$ cat src/rtl/fifo_rr_arbiter.sv
// rtl/fifo_rr_arbiter.sv - round-robin drain of NUM_REQ input FIFOs into one output FIFO
// Per-channel forwarded-word counters are built only when FIFO_RR_PKT_COUNT_EN is defined.
module fifo_rr_arbiter #(
  parameter int NUM_REQ    = 4,
  parameter int WORD_SIZE  = 10,
  parameter int CNT_SIZE   = 5,
  parameter int GRANT_SIZE = $clog2(NUM_REQ)
) (
  input  logic                          clk,
  input  logic                          reset,
  input  logic                          init,
  input  logic [NUM_REQ*WORD_SIZE-1:0]  in_data,
  input  logic [NUM_REQ-1:0]            in_empty,
  output logic [NUM_REQ-1:0]            in_rd_en,
  input  logic                          out_almost_full,
  output logic [WORD_SIZE-1:0]          out_data,
  output logic                          out_wr_en,
  output logic [GRANT_SIZE-1:0]         grant_id,
  output logic [1:0]                    state,
  output logic                          idle_out,
  output logic [NUM_REQ*CNT_SIZE-1:0]   pkt_count
);

  typedef enum logic [1:0] {
    ST_RESET  = 2'd0,
    ST_INIT   = 2'd1,
    ST_IDLE   = 2'd2,
    ST_ACTIVE = 2'd3
  } state_t;

  localparam logic [GRANT_SIZE-1:0] LAST = GRANT_SIZE'(NUM_REQ - 1);

  state_t                state_q, state_d;
  logic [GRANT_SIZE-1:0] ptr_q, ptr_d;
  logic [GRANT_SIZE-1:0] grant_q, grant_d;
  logic                  pend_q, pend_d;
  logic [NUM_REQ-1:0]    popped_q, popped_d;

  logic [NUM_REQ-1:0]    eligible;
  logic [GRANT_SIZE-1:0] pick;
  logic [GRANT_SIZE-1:0] idx;
  logic                  found;
  logic                  issue;
  logic [WORD_SIZE-1:0]  words [NUM_REQ];

  // A channel popped last cycle still shows its stale registered empty flag.
  assign eligible = ~in_empty & ~popped_q;

  always_comb begin
    found = 1'b0;
    pick  = ptr_q;
    idx   = ptr_q;
    for (int k = 0; k < NUM_REQ; k++) begin
      idx = (idx == LAST) ? '0 : idx + 1'b1;
      if (!found && eligible[idx]) begin
        found = 1'b1;
        pick  = idx;
      end
    end
  end

  assign issue = (state_q == ST_ACTIVE) && !out_almost_full && !init && found;

  always_comb begin
    popped_d = '0;
    if (issue) begin
      popped_d[pick] = 1'b1;
    end
    pend_d  = issue;
    grant_d = issue ? pick : grant_q;
    ptr_d   = issue ? pick : ptr_q;
  end

  always_comb begin
    state_d = state_q;
    unique case (state_q)
      ST_RESET:  state_d = ST_INIT;
      ST_INIT:   if (!init) state_d = ST_IDLE;
      ST_IDLE: begin
        if (init) state_d = ST_INIT;
        else if ((|eligible) && !out_almost_full) state_d = ST_ACTIVE;
      end
      ST_ACTIVE: begin
        if (init) state_d = ST_INIT;
        else if (!(|eligible) && !pend_q) state_d = ST_IDLE;
      end
      default:   state_d = ST_RESET;
    endcase
  end

  always_ff @(posedge clk or posedge reset) begin
    if (reset) begin
      state_q  <= ST_RESET;
      ptr_q    <= LAST;
      grant_q  <= '0;
      pend_q   <= 1'b0;
      popped_q <= '0;
    end else begin
      state_q  <= state_d;
      ptr_q    <= ptr_d;
      grant_q  <= grant_d;
      pend_q   <= pend_d;
      popped_q <= popped_d;
    end
  end

  for (genvar g = 0; g < NUM_REQ; g++) begin : g_words
    assign words[g] = in_data[g*WORD_SIZE +: WORD_SIZE];
  end

  assign in_rd_en  = popped_d;
  assign out_wr_en = pend_q;
  // Gated so the bus reads zero whenever nothing is being pushed.
  assign out_data  = pend_q ? words[grant_q] : '0;
  assign grant_id  = grant_q;
  assign state     = state_q;
  assign idle_out  = (state_q == ST_IDLE);

`ifdef FIFO_RR_PKT_COUNT_EN
  logic [CNT_SIZE-1:0] cnt_q [NUM_REQ];
  logic [CNT_SIZE-1:0] cnt_d [NUM_REQ];

  always_comb begin
    for (int i = 0; i < NUM_REQ; i++) begin
      cnt_d[i] = cnt_q[i];
      if (state_q == ST_INIT) begin
        cnt_d[i] = '0;
      end else if (pend_q && (grant_q == GRANT_SIZE'(i)) && (cnt_q[i] != '1)) begin
        cnt_d[i] = cnt_q[i] + 1'b1;
      end
    end
  end

  always_ff @(posedge clk or posedge reset) begin
    if (reset) begin
      for (int i = 0; i < NUM_REQ; i++) begin
        cnt_q[i] <= '0;
      end
    end else begin
      cnt_q <= cnt_d;
    end
  end

  for (genvar g = 0; g < NUM_REQ; g++) begin : g_cnt
    assign pkt_count[g*CNT_SIZE +: CNT_SIZE] = cnt_q[g];
  end
`else
  assign pkt_count = '0;
`endif

endmodule

$ cat config.mk
export PLATFORM = sky130hd
export DESIGN_NAME = fifo_rr_arbiter
export DESIGN_NICKNAME = d
export VERILOG_FILES = /design/src/rtl/fifo_rr_arbiter.sv
export SDC_FILE = /design/constraint.sdc
export NUM_CORES = 1
export LEC_CHECK = 0
export ABC_AREA = 1
export CAP_MARGIN = 20
export CORE_MARGIN = 1.5
export CORE_UTILIZATION = 37
export CTS_CLUSTER_SIZE = 14
export DETAILED_ROUTE_END_ITERATION = 16
export HOLD_SLACK_MARGIN = 0.1
export PLACE_DENSITY = 0.82
export SLEW_MARGIN = 20
export SYNTH_ARGS = -nofsm -noshare
export SYNTH_HDL_FRONTEND = slang
export SYNTH_SLANG_ARGS = --single-unit
$ cat constraint.sdc
create_clock -name clk -period 2.4 [get_ports clk]
set_input_delay 0.36 -clock clk [delete_from_list [all_inputs] [get_ports clk]]
set_output_delay 0.36 -clock clk [all_outputs]
set_load 0.05 [all_outputs]
==> run_results.csv <==
group,metric,value,unit
run_status,status,"finished with violations",
run_status,failed_checks,"negative setup slack",
worst_setup_path,startpoint_type,"flop",
layout,layoutNonFillerInstCount,364,
synthesis,syn_avg_cell_area,5.794,um2
layout,drive_gt1_share,24.53,%
synthesis,yosys_most_used_dff,"dfrtp_1",
floorplanning,row_count,21,
timing,timing.final.crit_share,108.0,%
timing,fin_crit,2.592,ns
timing,setup_viol,4,
clocking,clock_sinks,11,
timing,slew_violations,0,
clocking,numCtsBuffers,3,
drt,ant_nets,0,
synthesis,synth_top_cell_by_area,"dfrtp_1",
timing,finClkSkew,0.008450,ns
synthesis,synth_top_area_share,16.68,%
min_path,hp-class,"in2async",
worst_setup_path,arrival,2.23,ns
clocking,h-tree-depth,1,
floorplanning,fp.dieH,63.41,um
timing,fmax,385.8,MHz
drt,vias,1702,
floorplanning,die_x,63.41,um
synthesis,yosysSeqAreaShare,20.57,%
layout,seq_area,277.8,um2
layout,syn2layout_area_growth,73.12,%
place,hpwl,3260,um
floorplanning,start_util,39.52,%
layout,multiInputGateArea,984.7,um2
timing,worst_slack,-0.1917,ns
power,p_leak,1.125,nW
drt,wl_per_cell,11.98,um
timing,final.setup.tns,-0.7209,ns
place,dp_slack,-0.02918,ns
drt,dr.pass1.iters,4,
grt,grt_antenna_before_repair,0,
worst_setup_path,crit_fanout,10,
floorplanning,core-area,3416,um2
grt,grt_pass1_vias,1578,
clocking,clk_latency,0.28,ns
layout,final_common_cell,"clkdlybuf4s50_1",
worst_setup_path,end_kind,"output port",
synthesis,yosysWarnings,0,
layout,final_cell_mix,"53 x clkdlybuf4s50_1, 47 x nand2_1, 45 x nor2_1",
drt,avgViaCountPerCell,4.676,
drt,routed_wl,4362,um
place,numPortBuffers,67,
synthesis,synthesis.area,1350,um2
worst_setup_path,cp.required,2.04,ns
layout,n_antenna_cell,0,
power,p_per_area,1218,nW/um2
grt,grt.overflow.total,0,
clocking,root_buffer,"clkbuf_4",
clocking,clk_pin_slew,0.08,ns
floorplanning,pin_count,88,
grt,grt_pass1_wl,7189,um
timing,finalHoldViolCount,0,
synthesis,synth_edf_count,0,
place,gp_congestion,0.9263,
job,cap_violations,0,
layout,fillers,297,
synthesis,ys_types,25,
synthesis,synth_cells,233,
clocking,hold_buffers,0,
clocking,cts_tree,"yes",
floorplanning,dieArea,4020,um2
drt,drc,0,
synthesis,synth_area_leaders,"dfrtp_1 17%, nand2_1 16%, nor2_1 14%, buf_4 11%, o21ai_0 8.9%",
grt,grt_max_degree,21,
layout,fin_nets,368,
power,vdd_drop_max,0.6536,mV
worst_setup_path,crit_type,"reg2out",
timing,rsz0062_at_grt,"true",
synthesis,async_reset_ff_share,100.0,%
synthesis,synth_seq_cells,11,
clocking,cts_buffer_depth,2,
place,dpl.cell_count,354,
drt,drt_iter0_markers,113,
grt,track_usage,22.30,%
layout make-up:
class | instances | area share [%]
inverter | 24 | 4.336
timing repair buffer | 87 | 38.06
clock buffer | 4 | 1.124
tap | 46 | 2.463
sequential | 11 | 11.88
multi-input combinational | 192 | 42.13
power by group:
| group | switching, mW | leakage, nW | total [mW] | internal (mW) |
|---|---|---|---|---|
| Clock | 0.0702 | 0.0150 | 0.135 | 0.0645 |
| Combinational | 1.46 | 0.972 | 2.40 | 0.934 |
| Sequential | 0.0742 | 0.138 | 0.315 | 0.241 |
| Total | 1.61 | 1.13 | 2.85 | 1.24 |
flip-flops by register name, summed over array words and instances, names as in the netlist:
name,flops
grant_id,2
out_wr_en,1
popped_q,4
ptr_q,2
state,2
worst max-delay path: stages (launching register included):
cell     delay, ns
dfstp_2       0.56
ha_4          0.16
nor2_4        0.07
nand2_1       0.08
nand2_1       0.08
nand2_2       0.09
nand2_4       0.06
nor2_4        0.15
nand2_1       0.07
nand2_1       0.07
nand3_2       0.11
nand2_4       0.11
nand2_4       0.07
nor2_4        0.12
buf_12        0.14
cells in the mapped netlist (2+ instances only):
cell type	count
nand2_1	56
nor2_1	49
o21ai_0	24
buf_4	20
inv_1	20
a21oi_1	13
dfrtp_1	9
nand3_1	9
nand2_2	8
clkbuf_1	5
dfstp_2	2
inv_2	2
nand2_4	2
nand3_2	2
nor2_4	2
cells by family (layout without fill, tap and decap cells):
logic type / after synthesis / count (layout) / synth area share (%)
buf+inv: 50 / 115 / 19.55
simple gates: 132 / 133 / 44.39
compound gates: 38 / 38 / 14.27
other cells: 1 / 20 / 0.2778
flops: 11 / 11 / 20.57
fa+ha+maj: 1 / 1 / 0.9266
layer usage:
layer	vias up	GRT usage [%]	part of all wire [%]
li1	860	-	-
met1	757	30.31	45
met2	67	35.13	47
met3	18	3.036	3.9
met4	0	9.783	3.6
met5	-	0	0
worst paths after layout:
check | start | endpoint | slack (ns) | cells after the start
min reg2reg | state[1] | state[1] | 0.58 | 2
max in group asynchronous | reset | ptr_q[0] | 1.68 | 2
min in group clk | state[1] | state[1] | 0.58 | 2
max reg2reg | ptr_q[0] | grant_id[1] | 0.43 | 12
max | ptr_q[0] | in_rd_en[0] | -0.19 | 14
min | reset | popped_q[1] | 0.37 | 2
per-stage QoR:
stage                     area (um2)  utilization, %  hold WS [ns]  power (mW)
final                           2337           68.42        0.3734       2.846
after global routing            2337           68.42        0.4365       3.092
after CTS                       2318           67.88        0.3902       2.778
after detailed placement        2170           63.52        0.5600       2.312
after global placement          2170           63.52        0.5636       2.288
after floorplan                 1436               -        0.2110       1.696
timing repair:
| item | 4_1_cts | 5_1_grt |
|---|---|---|
| gates cloned | 1 | 0 |
| resized for setup | 25 | 3 |
| setup buffers | 4 | 1 |
| endpoints found under the hold margin | 0 | 0 |
| pin swaps | 9 | 3 |
| endpoints found under the setup margin | 4 | 5 |
Note: power is estimated with default switching activity, not from simulation.
